$ cat src/rtl/fetch_prefetch_queue_pkg.sv
// Shared definitions for the instruction-fetch front end.
//   XLEN_DEF      default instruction / PC width
//   RESET_PC_DEF  default PC loaded on reset
//   PC_STEP_DEF   default PC increment per fetched word
//   NOP_INSTR     canonical NOP encoding (addi x0,x0,0)
//   cnt_w()       width of an occupancy counter able to hold 0..depth
package fetch_prefetch_queue_pkg;

  localparam int unsigned XLEN_DEF     = 32;
  localparam logic [31:0] RESET_PC_DEF = 32'h0000_0000;
  localparam int unsigned PC_STEP_DEF  = 4;
  localparam logic [31:0] NOP_INSTR    = 32'h0000_0013;

  function automatic int unsigned cnt_w(input int unsigned depth);
    return $clog2(depth) + 1;
  endfunction

endpackage

$ cat src/rtl/fetch_prefetch_queue_sync_fifo.sv
// Synchronous FIFO holding {pc, instr} pairs for the fetch queue.
// Ports:
//   clk, rst   clock, synchronous active-high reset (clears storage too)
//   en         clock enable; 0 freezes all state
//   push/pop   write tail / remove head (caller guarantees no overflow/underflow)
//   flush      empties the queue; dominates push and pop
//   wdata      entry to write
//   rdata      head entry, combinational from storage
//   count      current occupancy
module fetch_prefetch_queue_sync_fifo
  import fetch_prefetch_queue_pkg::*;
#(
  parameter int unsigned WIDTH = 64,
  parameter int unsigned DEPTH = 4
) (
  input  logic                      clk,
  input  logic                      rst,
  input  logic                      en,
  input  logic                      push,
  input  logic                      pop,
  input  logic                      flush,
  input  logic [WIDTH-1:0]          wdata,
  output logic [WIDTH-1:0]          rdata,
  output logic [cnt_w(DEPTH)-1:0]   count
);

  localparam int unsigned PW = $clog2(DEPTH);
  localparam int unsigned CW = cnt_w(DEPTH);

  logic [WIDTH-1:0] mem_q [DEPTH];
  logic [PW-1:0]    wr_ptr_q, wr_ptr_d;
  logic [PW-1:0]    rd_ptr_q, rd_ptr_d;
  logic [CW-1:0]    count_q, count_d;

  // Pointer and occupancy next-state; pointers wrap naturally at DEPTH
  always_comb begin
    wr_ptr_d = wr_ptr_q;
    rd_ptr_d = rd_ptr_q;
    count_d  = count_q;
    if (flush) begin
      wr_ptr_d = {PW{1'b0}};
      rd_ptr_d = {PW{1'b0}};
      count_d  = {CW{1'b0}};
    end else begin
      if (push) wr_ptr_d = wr_ptr_q + PW'(1);
      else      wr_ptr_d = wr_ptr_q;
      if (pop)  rd_ptr_d = rd_ptr_q + PW'(1);
      else      rd_ptr_d = rd_ptr_q;
      case ({push, pop})
        2'b10:   count_d = count_q + CW'(1);
        2'b01:   count_d = count_q - CW'(1);
        default: count_d = count_q;
      endcase
    end
  end

  // Storage and pointer registers; flush leaves storage contents alone
  always_ff @(posedge clk) begin
    if (rst) begin
      for (int i = 0; i < DEPTH; i++) mem_q[i] <= {WIDTH{1'b0}};
      wr_ptr_q <= {PW{1'b0}};
      rd_ptr_q <= {PW{1'b0}};
      count_q  <= {CW{1'b0}};
    end else if (en) begin
      if (push && !flush) mem_q[wr_ptr_q] <= wdata;
      wr_ptr_q <= wr_ptr_d;
      rd_ptr_q <= rd_ptr_d;
      count_q  <= count_d;
    end
  end

  assign rdata = mem_q[rd_ptr_q];
  assign count = count_q;

endmodule

$ cat src/rtl/fetch_prefetch_queue.sv
// Instruction-fetch front end: sequential PC generation, 1-cycle-latency
// instruction memory requests, a DEPTH-entry prefetch queue and a
// valid/ready hand-off to decode. A redirect flushes the queue and discards
// any response belonging to the old path.
// Ports:
//   clk, rst, clk_en          clock, sync active-high reset, clock enable
//   imem_req, imem_addr       request strobe and fetch PC
//   imem_rdata                read data, valid the cycle after imem_req
//   redirect, redirect_pc     flush and restart fetch at redirect_pc
//   id_valid/id_ready         decode handshake; id_instr/id_pc = queue head
//   q_count                   queue occupancy
module fetch_prefetch_queue
  import fetch_prefetch_queue_pkg::*;
#(
  parameter int unsigned      XLEN     = XLEN_DEF,
  parameter int unsigned      DEPTH    = 4,
  parameter logic [XLEN-1:0]  RESET_PC = XLEN'(RESET_PC_DEF),
  parameter int unsigned      PC_STEP  = PC_STEP_DEF
) (
  input  logic                     clk,
  input  logic                     rst,
  input  logic                     clk_en,
  output logic                     imem_req,
  output logic [XLEN-1:0]          imem_addr,
  input  logic [XLEN-1:0]          imem_rdata,
  input  logic                     redirect,
  input  logic [XLEN-1:0]          redirect_pc,
  output logic                     id_valid,
  input  logic                     id_ready,
  output logic [XLEN-1:0]          id_instr,
  output logic [XLEN-1:0]          id_pc,
  output logic [cnt_w(DEPTH)-1:0]  q_count
);

  localparam int unsigned  CW      = cnt_w(DEPTH);
  localparam logic [CW:0]  DEPTH_C = (CW + 1)'(DEPTH);

  logic [XLEN-1:0]   fetch_pc_q, fetch_pc_d;
  logic [XLEN-1:0]   req_pc_q, req_pc_d;
  logic              inflight_q, inflight_d;
  logic              drop_q, drop_d;
  logic [CW:0]       occ_s;
  logic              issue_s, push_s, pop_s;
  logic [2*XLEN-1:0] head_s;

  // Credit check, handshake qualification and fetch next-state
  always_comb begin
    // Occupancy plus the outstanding request: a request is only issued when
    // its response is guaranteed a free slot, so the queue never overflows.
    occ_s = {1'b0, q_count} + {{CW{1'b0}}, inflight_q};
    if (clk_en && !rst && !redirect && (occ_s < DEPTH_C)) issue_s = 1'b1;
    else                                                   issue_s = 1'b0;

    push_s = inflight_q && !drop_q && !redirect;
    pop_s  = id_valid && id_ready && !redirect;

    fetch_pc_d = fetch_pc_q;
    req_pc_d   = req_pc_q;
    inflight_d = 1'b0;
    drop_d     = 1'b0;
    if (redirect) begin
      fetch_pc_d = redirect_pc;
      drop_d     = inflight_q;
    end else if (issue_s) begin
      fetch_pc_d = fetch_pc_q + XLEN'(PC_STEP);
      req_pc_d   = fetch_pc_q;
      inflight_d = 1'b1;
    end else begin
      fetch_pc_d = fetch_pc_q;
    end
  end

  // Fetch state registers, frozen while clk_en is low
  always_ff @(posedge clk) begin
    if (rst) begin
      fetch_pc_q <= RESET_PC;
      req_pc_q   <= {XLEN{1'b0}};
      inflight_q <= 1'b0;
      drop_q     <= 1'b0;
    end else if (clk_en) begin
      fetch_pc_q <= fetch_pc_d;
      req_pc_q   <= req_pc_d;
      inflight_q <= inflight_d;
      drop_q     <= drop_d;
    end
  end

  fetch_prefetch_queue_sync_fifo #(
    .WIDTH (2 * XLEN),
    .DEPTH (DEPTH)
  ) u_fifo (
    .clk   (clk),
    .rst   (rst),
    .en    (clk_en),
    .push  (push_s),
    .pop   (pop_s),
    .flush (redirect),
    .wdata ({req_pc_q, imem_rdata}),
    .rdata (head_s),
    .count (q_count)
  );

  assign imem_req  = issue_s;
  assign imem_addr = fetch_pc_q;
  assign id_valid  = (q_count != {CW{1'b0}});
  assign id_pc     = head_s[2*XLEN-1:XLEN];
  assign id_instr  = head_s[XLEN-1:0];

endmodule

$ cat config.mk
export PLATFORM = sky130hd
export DESIGN_NAME = fetch_prefetch_queue
export DESIGN_NICKNAME = d
export VERILOG_FILES = /design/src/rtl/fetch_prefetch_queue_pkg.sv /design/src/rtl/fetch_prefetch_queue_sync_fifo.sv /design/src/rtl/fetch_prefetch_queue.sv
export SDC_FILE = /design/constraint.sdc
export NUM_CORES = 1
export LEC_CHECK = 0
export ABC_AREA = 1
export CORE_UTILIZATION = 37
export CTS_CLUSTER_SIZE = 25
export DETAILED_ROUTE_END_ITERATION = 6
export PLACE_DENSITY_LB_ADDON = 0.1
export SLEW_MARGIN = 20
export SYNTH_ARGS = -nofsm -noshare
export SYNTH_HDL_FRONTEND = slang
export SYNTH_HIERARCHICAL = 1
export SYNTH_SLANG_ARGS = --single-unit
$ cat constraint.sdc
create_clock -name clk -period 8.53 [get_ports clk]
set_input_delay 1.706 -clock clk [delete_from_list [all_inputs] [get_ports clk]]
set_output_delay 1.706 -clock clk [all_outputs]
set_load 0.02 [all_outputs]
Word level (Yosys, flattened, before mapping)
Memory sizes are Yosys's and may differ from the RTL's. A register that Yosys moved wholly into a read port is not among the register bits.
Cells that the tools add are included.
{ "word_totals": {"reg_bits": 73, "ram_bits": 256, "in_bits": 69, "output_inout_bits": 101, "n_memories": 1} }
{ "classes": {"add_sub_neg": 6, "magnitude_cmp": 1, "eq_ne": 2, "n_mux": 23, "n_bitwise": 1, "n_reduce_logical": 22} }
{ "memory_table": {"columns": ["name", "words", "width", "rd", "rd_ports_with_merged_regs", "write_ports", "line_no", "rtl"], "rows": [
  ["u_fifo.mem_q", 4, 64, 1, 1, 4, "fetch_prefetch_queue_sync_fifo.sv:30", "logic [WIDTH-1:0] mem_q [DEPTH];"]
]} }
{ "ops": {"columns": ["operator", "n"], "rows": [
  ["32-bit 2-to-1 mux", 2],
  ["64-bit 2-to-1 mux", 1],
  ["64-bit OR reduction", 1],
  ["32-bit by 3-bit adder with 32-bit output (second input constant)", 1],
  ["2-bit 2-to-1 mux", 7],
  ["1-bit 2-to-1 mux", 11],
  ["1-bit logical AND", 8],
  ["2-bit AND reduction", 4],
  ["3-bit one-hot mux with 2 select lines", 1],
  ["2-bit nonzero test", 3],
  ["3-bit nonzero test", 2],
  ["2-bit by 1-bit adder with 2-bit output (second input constant)", 2],
  ["3-bit by 1-bit adder with 4-bit output", 1],
  ["4-bit by 3-bit less-than comparator with 1-bit output (second input constant)", 1],
  ["3-bit by 1-bit adder with 3-bit output (second input constant)", 1],
  ["1-bit logical NOT", 3],
  ["3-bit 2-to-1 mux", 1],
  ["3-bit AND reduction", 1],
  ["3-bit by 1-bit subtractor with 3-bit output (second input constant)", 1],
  ["2-bit by 1-bit == test with 1-bit output (second input constant)", 1],
  ["2-bit == test (second input constant)", 1],
  ["1-bit inverter", 1]
]} }

Longest topological paths before layout
{ "logic_depth": {"ltp_word": 10, "ltp_mapped": 15, "depth_no_buf": 13} }

Modules after synthesis
The synthesis kept the hierarchy.
{ "modules_own_cells": {"columns": ["module", "instances", "cells_per_inst", "area_each_um2"], "rows": [
  ["fetch_prefetch_queue_sync_fifo", 1, 1045, 11511.0],
  ["fetch_prefetch_queue", 1, 534, 3440.8]
]} }

Worst setup path before layout
OpenSTA, ideal clock, no wires.
{ "synth_timing": {"path_type": "input-to-reg", "startpoint": "in redirect", "endpoint": "mem u_fifo.mem_q[0][0] (enable)", "t_arrival_ns": 7.095, "setup_slack_ns": 0.860, "path_stages": 7, "n_path_buf": 2, "path_cell_list": "buf_4 clkbuf_1 nor3_1 nand2_2 clkinv_2 nand2_1 o21ai_0"} }
{ "synth_lines": {"columns": ["element", "line_no", "rtl"], "rows": [
  ["from (decl)", "fetch_prefetch_queue.sv:26", "input logic redirect,"],
  ["to (decl)", "fetch_prefetch_queue_sync_fifo.sv:30", null]
]} }

Worst setup path in the final report
{ "layout_timing": {"startpoint": "in clk_en", "endpoint": "out imem_req"} }
{ "layout_between": {"elab_chain_cells": 4} }
{ "layout_rtl": {"columns": ["element", "line_no", "rtl"], "rows": [
  ["from (decl)", "fetch_prefetch_queue.sv:22", "input logic clk_en,"],
  ["1-bit logical AND (3 in series)", "fetch_prefetch_queue.sv:51", "if (clk_en && !rst && !redirect && (occ_s < DEPTH_C)) issue_s = 1'b1;"],
  ["1-bit 2-to-1 mux", "fetch_prefetch_queue.sv:51", null],
  ["to (decl)", "fetch_prefetch_queue.sv:23", "output logic imem_req,"]
]} }
No other way between the ends.

==> flow_summary.yaml <==
timing:
  fin_crit_sh_pct: 67.63
  slew_violations: 0
  max_clock_freq_mhz: 173.3
  finalHoldViolations: 0
  clock_skew_ns: 0.01033
  rsz0062_at_grt: "no"
  setup_ws_ns: 2.761
  period_needed_ns: 5.769
  relSlewSlack_pct: 29.43
  finalSetupTns_ns: 0
  worstMarginPinSlew_ns: 1.059
  finalSetupViolCount: 0
synth:
  synthesis.area_mm2: 0.01495
  synth_top_family_by_area: "simple AND/OR/NAND/NOR gates"
  synth-seq-cells: 331
  syn-instance-count: 1579
  yosys.cell_types.count: 36
  synthMuxAreaShare_pct: 0
  avgSynthCellArea_um2: 9.469
  synth_xor_area_share_pct: 0
  yosys.area_share.simple_pct: 20.24
  yosysSeqAreaShare_pct: 61.46
  synth_compound_area_share_pct: 11.49
  synth_warnings: 6
  synth_fa_ha_area_share_pct: 0.2176
  syn-num-nets: 1650
setup_path:
  critPathSlowestCell: "clkdlybuf4s50_1"
  crit_fanout: 49
  crit_path_start: "clk_en"
  regToRegSetupSlack_ns: 5.39
  slowest_delay_ns: 0.76
  end_kind: "output port"
  cp_cell_sequence: "clkdlybuf4s50_1, nand4_4, inv_1, buf_4, clkdlybuf4s50_1"
  r2r-start: "inflight_q"
  critPathKind: "input pin to output port"
  worstSetupStartpointType: "input pin"
  arrival_ns: 4.06
  reg2reg_to: "u_fifo/mem_q[2][16]"
  cpMostUsedCell: "clkdlybuf4s50_1"
  critPathBufInv: 4
  crit_end: "imem_req"
  reg2regPathDepth: 8
  worstSetupPathDepth: 5
  worstPathRequired_ns: 6.82
  cp_top_family: "buffers and inverters"
placed_design:
  place_ws_ns: 2.740
  io_buffers: 169
  dp_hpwl_um: 23110
  gp_congestion: 0.8048
floorplan:
  pin_count: 170
  core_mm2: 0.03982
  die_w_um: 203.0
  die_y_um: 203.0
  die_area_mm2: 0.04122
  initial_core_util_pct: 37.55
  rows: 73
global_routing:
  grt_pass1_vias: 11210
  grt_pass1_wl_um: 62370
  overflow: 0
  grt_usage_pct: 19.30
  grt_max_degree: 79
  antenna_found_initial: 0
route:
  ant_nets: 0
  routedWlPerCell_um: 17.71
  vias: 11380
  vias_per_cell: 5.041
  routed_wl_um: 39980
  drt_iter0_drc: 655
  drc: 0
  firstDrtPassIters: 5
clocking:
  cts-hold-fix-buffers: 0
  clock_path_buffers: 3
  clk_pin_slew_ns: 0.05
  htree_levels: 2
  cts_tree: "built"
  insertion_delay_ns: 0.51
  post-cts-setup-buffers: 0
  cts.repair.resized: 0
  cts_buffers: 39
  tritoncts_num_sinks: 331
  cts-root-buf: "clkbuf_16"
run:
  drv_cap: 0
min_path:
  worst_hold_startpoint: "req_pc_q[8]"
  hp-class: "register to register"
power_and_ir_drop:
  pwr-share-comb_pct: 9.4
  p_per_area_mw_per_mm2: 205.5
  p_sw_mw: 0.8816
  leakage_nw: 6.391
  p_int_mw: 2.839
  power_frac_clock_pct: 41.6
  p_seq_share_pct: 49.0
  p_sw_share_pct: 23.70
  peakVddDrop_uv: 122.2
final_layout:
  drive_gt1_share_pct: 9.180
  final_nets: 1773
  area_delta_synth_final_pct: 21.09
  n_antenna_cell: 0
run_status:
  status: "finished clean"
-- power by group through the flow --
stage	clock, mW	combinational, mW	sequential (mW)
global route	1.64	0.382	1.83
floorplan	0	0.185	1.86
global placement	0	0.354	1.86
detailed placement	0	0.355	1.86
CTS	1.59	0.357	1.82
finish	1.55	0.350	1.82
-- worst min-delay path: cells and delay by family, from the launching register on --
| family | cells | cell delay, ns |
|---|---|---|
| compound gates | 1 | 0.05 |
| flops | 1 | 0.31 |
| simple gates | 1 | 0.06 |
-- worst min path at each step --
stage,to,cells past startpoint
floorplan,req_pc_q[0],2
global placement,req_pc_q[8],2
detailed placement,req_pc_q[10],2
CTS,req_pc_q[10],2
global route,req_pc_q[8],2
finish,req_pc_q[8],2
-- layout make-up --
class | count | area [µm²]
clock buffers | 51 | 1074
clock inverters | 20 | 113.9
fillers | 3916 | 21720
inverters | 115 | 437.9
multi-input cells | 1031 | 4830
flip-flops and latches | 331 | 9194
well taps | 525 | 656.9
repair buffers | 184 | 1799
-- through the flow --
stage               area, µm²  total power [mW]  util [%]  hold WS [ns]  cells
global placement        16920             2.211     42.48        0.4552   2186
finish                  18100             3.720     45.46        0.4654   2257
global route            18100             3.853     45.46        0.4964   2257
floorplan               14950             2.044         -        0.4453   1579
CTS                     18100             3.768     45.46        0.4676   2257
detailed placement      16920             2.213     42.48        0.4588   2186
-- state kept, by name, indices dropped and copies added, names as in the netlist, named ones only --
signal / count
req_pc_q: 32
drop_q: 1
u_fifo/wr_ptr_q: 2
inflight_q: 1
u_fifo/rd_ptr_q: 2
u_fifo/mem_q: 256
u_fifo/count: 3
imem_addr: 32
-- layer usage --
| layer | up-vias | global-route usage, % | routed length, µm |
|---|---|---|---|
| li1 | 5603 | - | - |
| met1 | 5450 | 26.60 | 18680 |
| met2 | 287 | 31.92 | 18780 |
| met3 | 37 | 3.114 | 2035 |
| met4 | 0 | 4.135 | 488 |
| met5 | - | 0 | 0 |
-- synthesized netlist by cell type (all sizes together) --
| library cell | count | area [µm²] |
|---|---|---|
| a211oi | 4 | 30.03 |
| a21oi | 66 | 352.8 |
| a31o | 1 | 8.760 |
| a31oi | 4 | 25.02 |
| and2 | 1 | 6.260 |
| buf | 66 | 415.4 |
| clkbuf | 36 | 135.1 |
| clkinv | 1 | 5.000 |
| dfxtp | 75 | 1501 |
| edfxtp | 256 | 7687 |
| fa | 1 | 20.02 |
| ha | 1 | 12.51 |
| inv | 114 | 430.4 |
| nand2 | 200 | 763.2 |
| nand3 | 34 | 170.2 |
| nand4 | 5 | 46.29 |
| nor2 | 403 | 1678 |
| nor3 | 69 | 350.3 |
| o211ai | 1 | 7.510 |
| o21ai | 167 | 835.8 |
| o22ai | 67 | 419.2 |
| o31ai | 4 | 30.03 |
| o32ai | 1 | 8.760 |
| or2 | 2 | 12.51 |
-- placed cells by master (no fill, tap or decap), types with 3 or more instances in the layout --
cell / instances
nor2_1: 341
edfxtp_1: 256
nand2_1: 193
clkdlybuf4s50_1: 168
o21ai_0: 165
inv_1: 109
dfxtp_1: 73
nor3_1: 68
o22ai_1: 67
a21oi_1: 60
nor2_2: 60
clkbuf_16: 41
nand3_1: 34
buf_4: 15
clkinv_2: 11
clkinv_1: 9
clkbuf_1: 9
a21oi_2: 6
nand2_4: 5
nand4_1: 4
o31ai_1: 4
a31oi_1: 4
a211oi_1: 4
inv_2: 3
-- logic make-up after synthesis --
logic type                 count (synthesis)
AOI/OAI and AO/OA                        315
adders and majority gates                  2
buffers and inverters                    217
DFF                                      331
and+or+nand+nor                          714
Note: power is estimated with default switching activity, not from simulation.
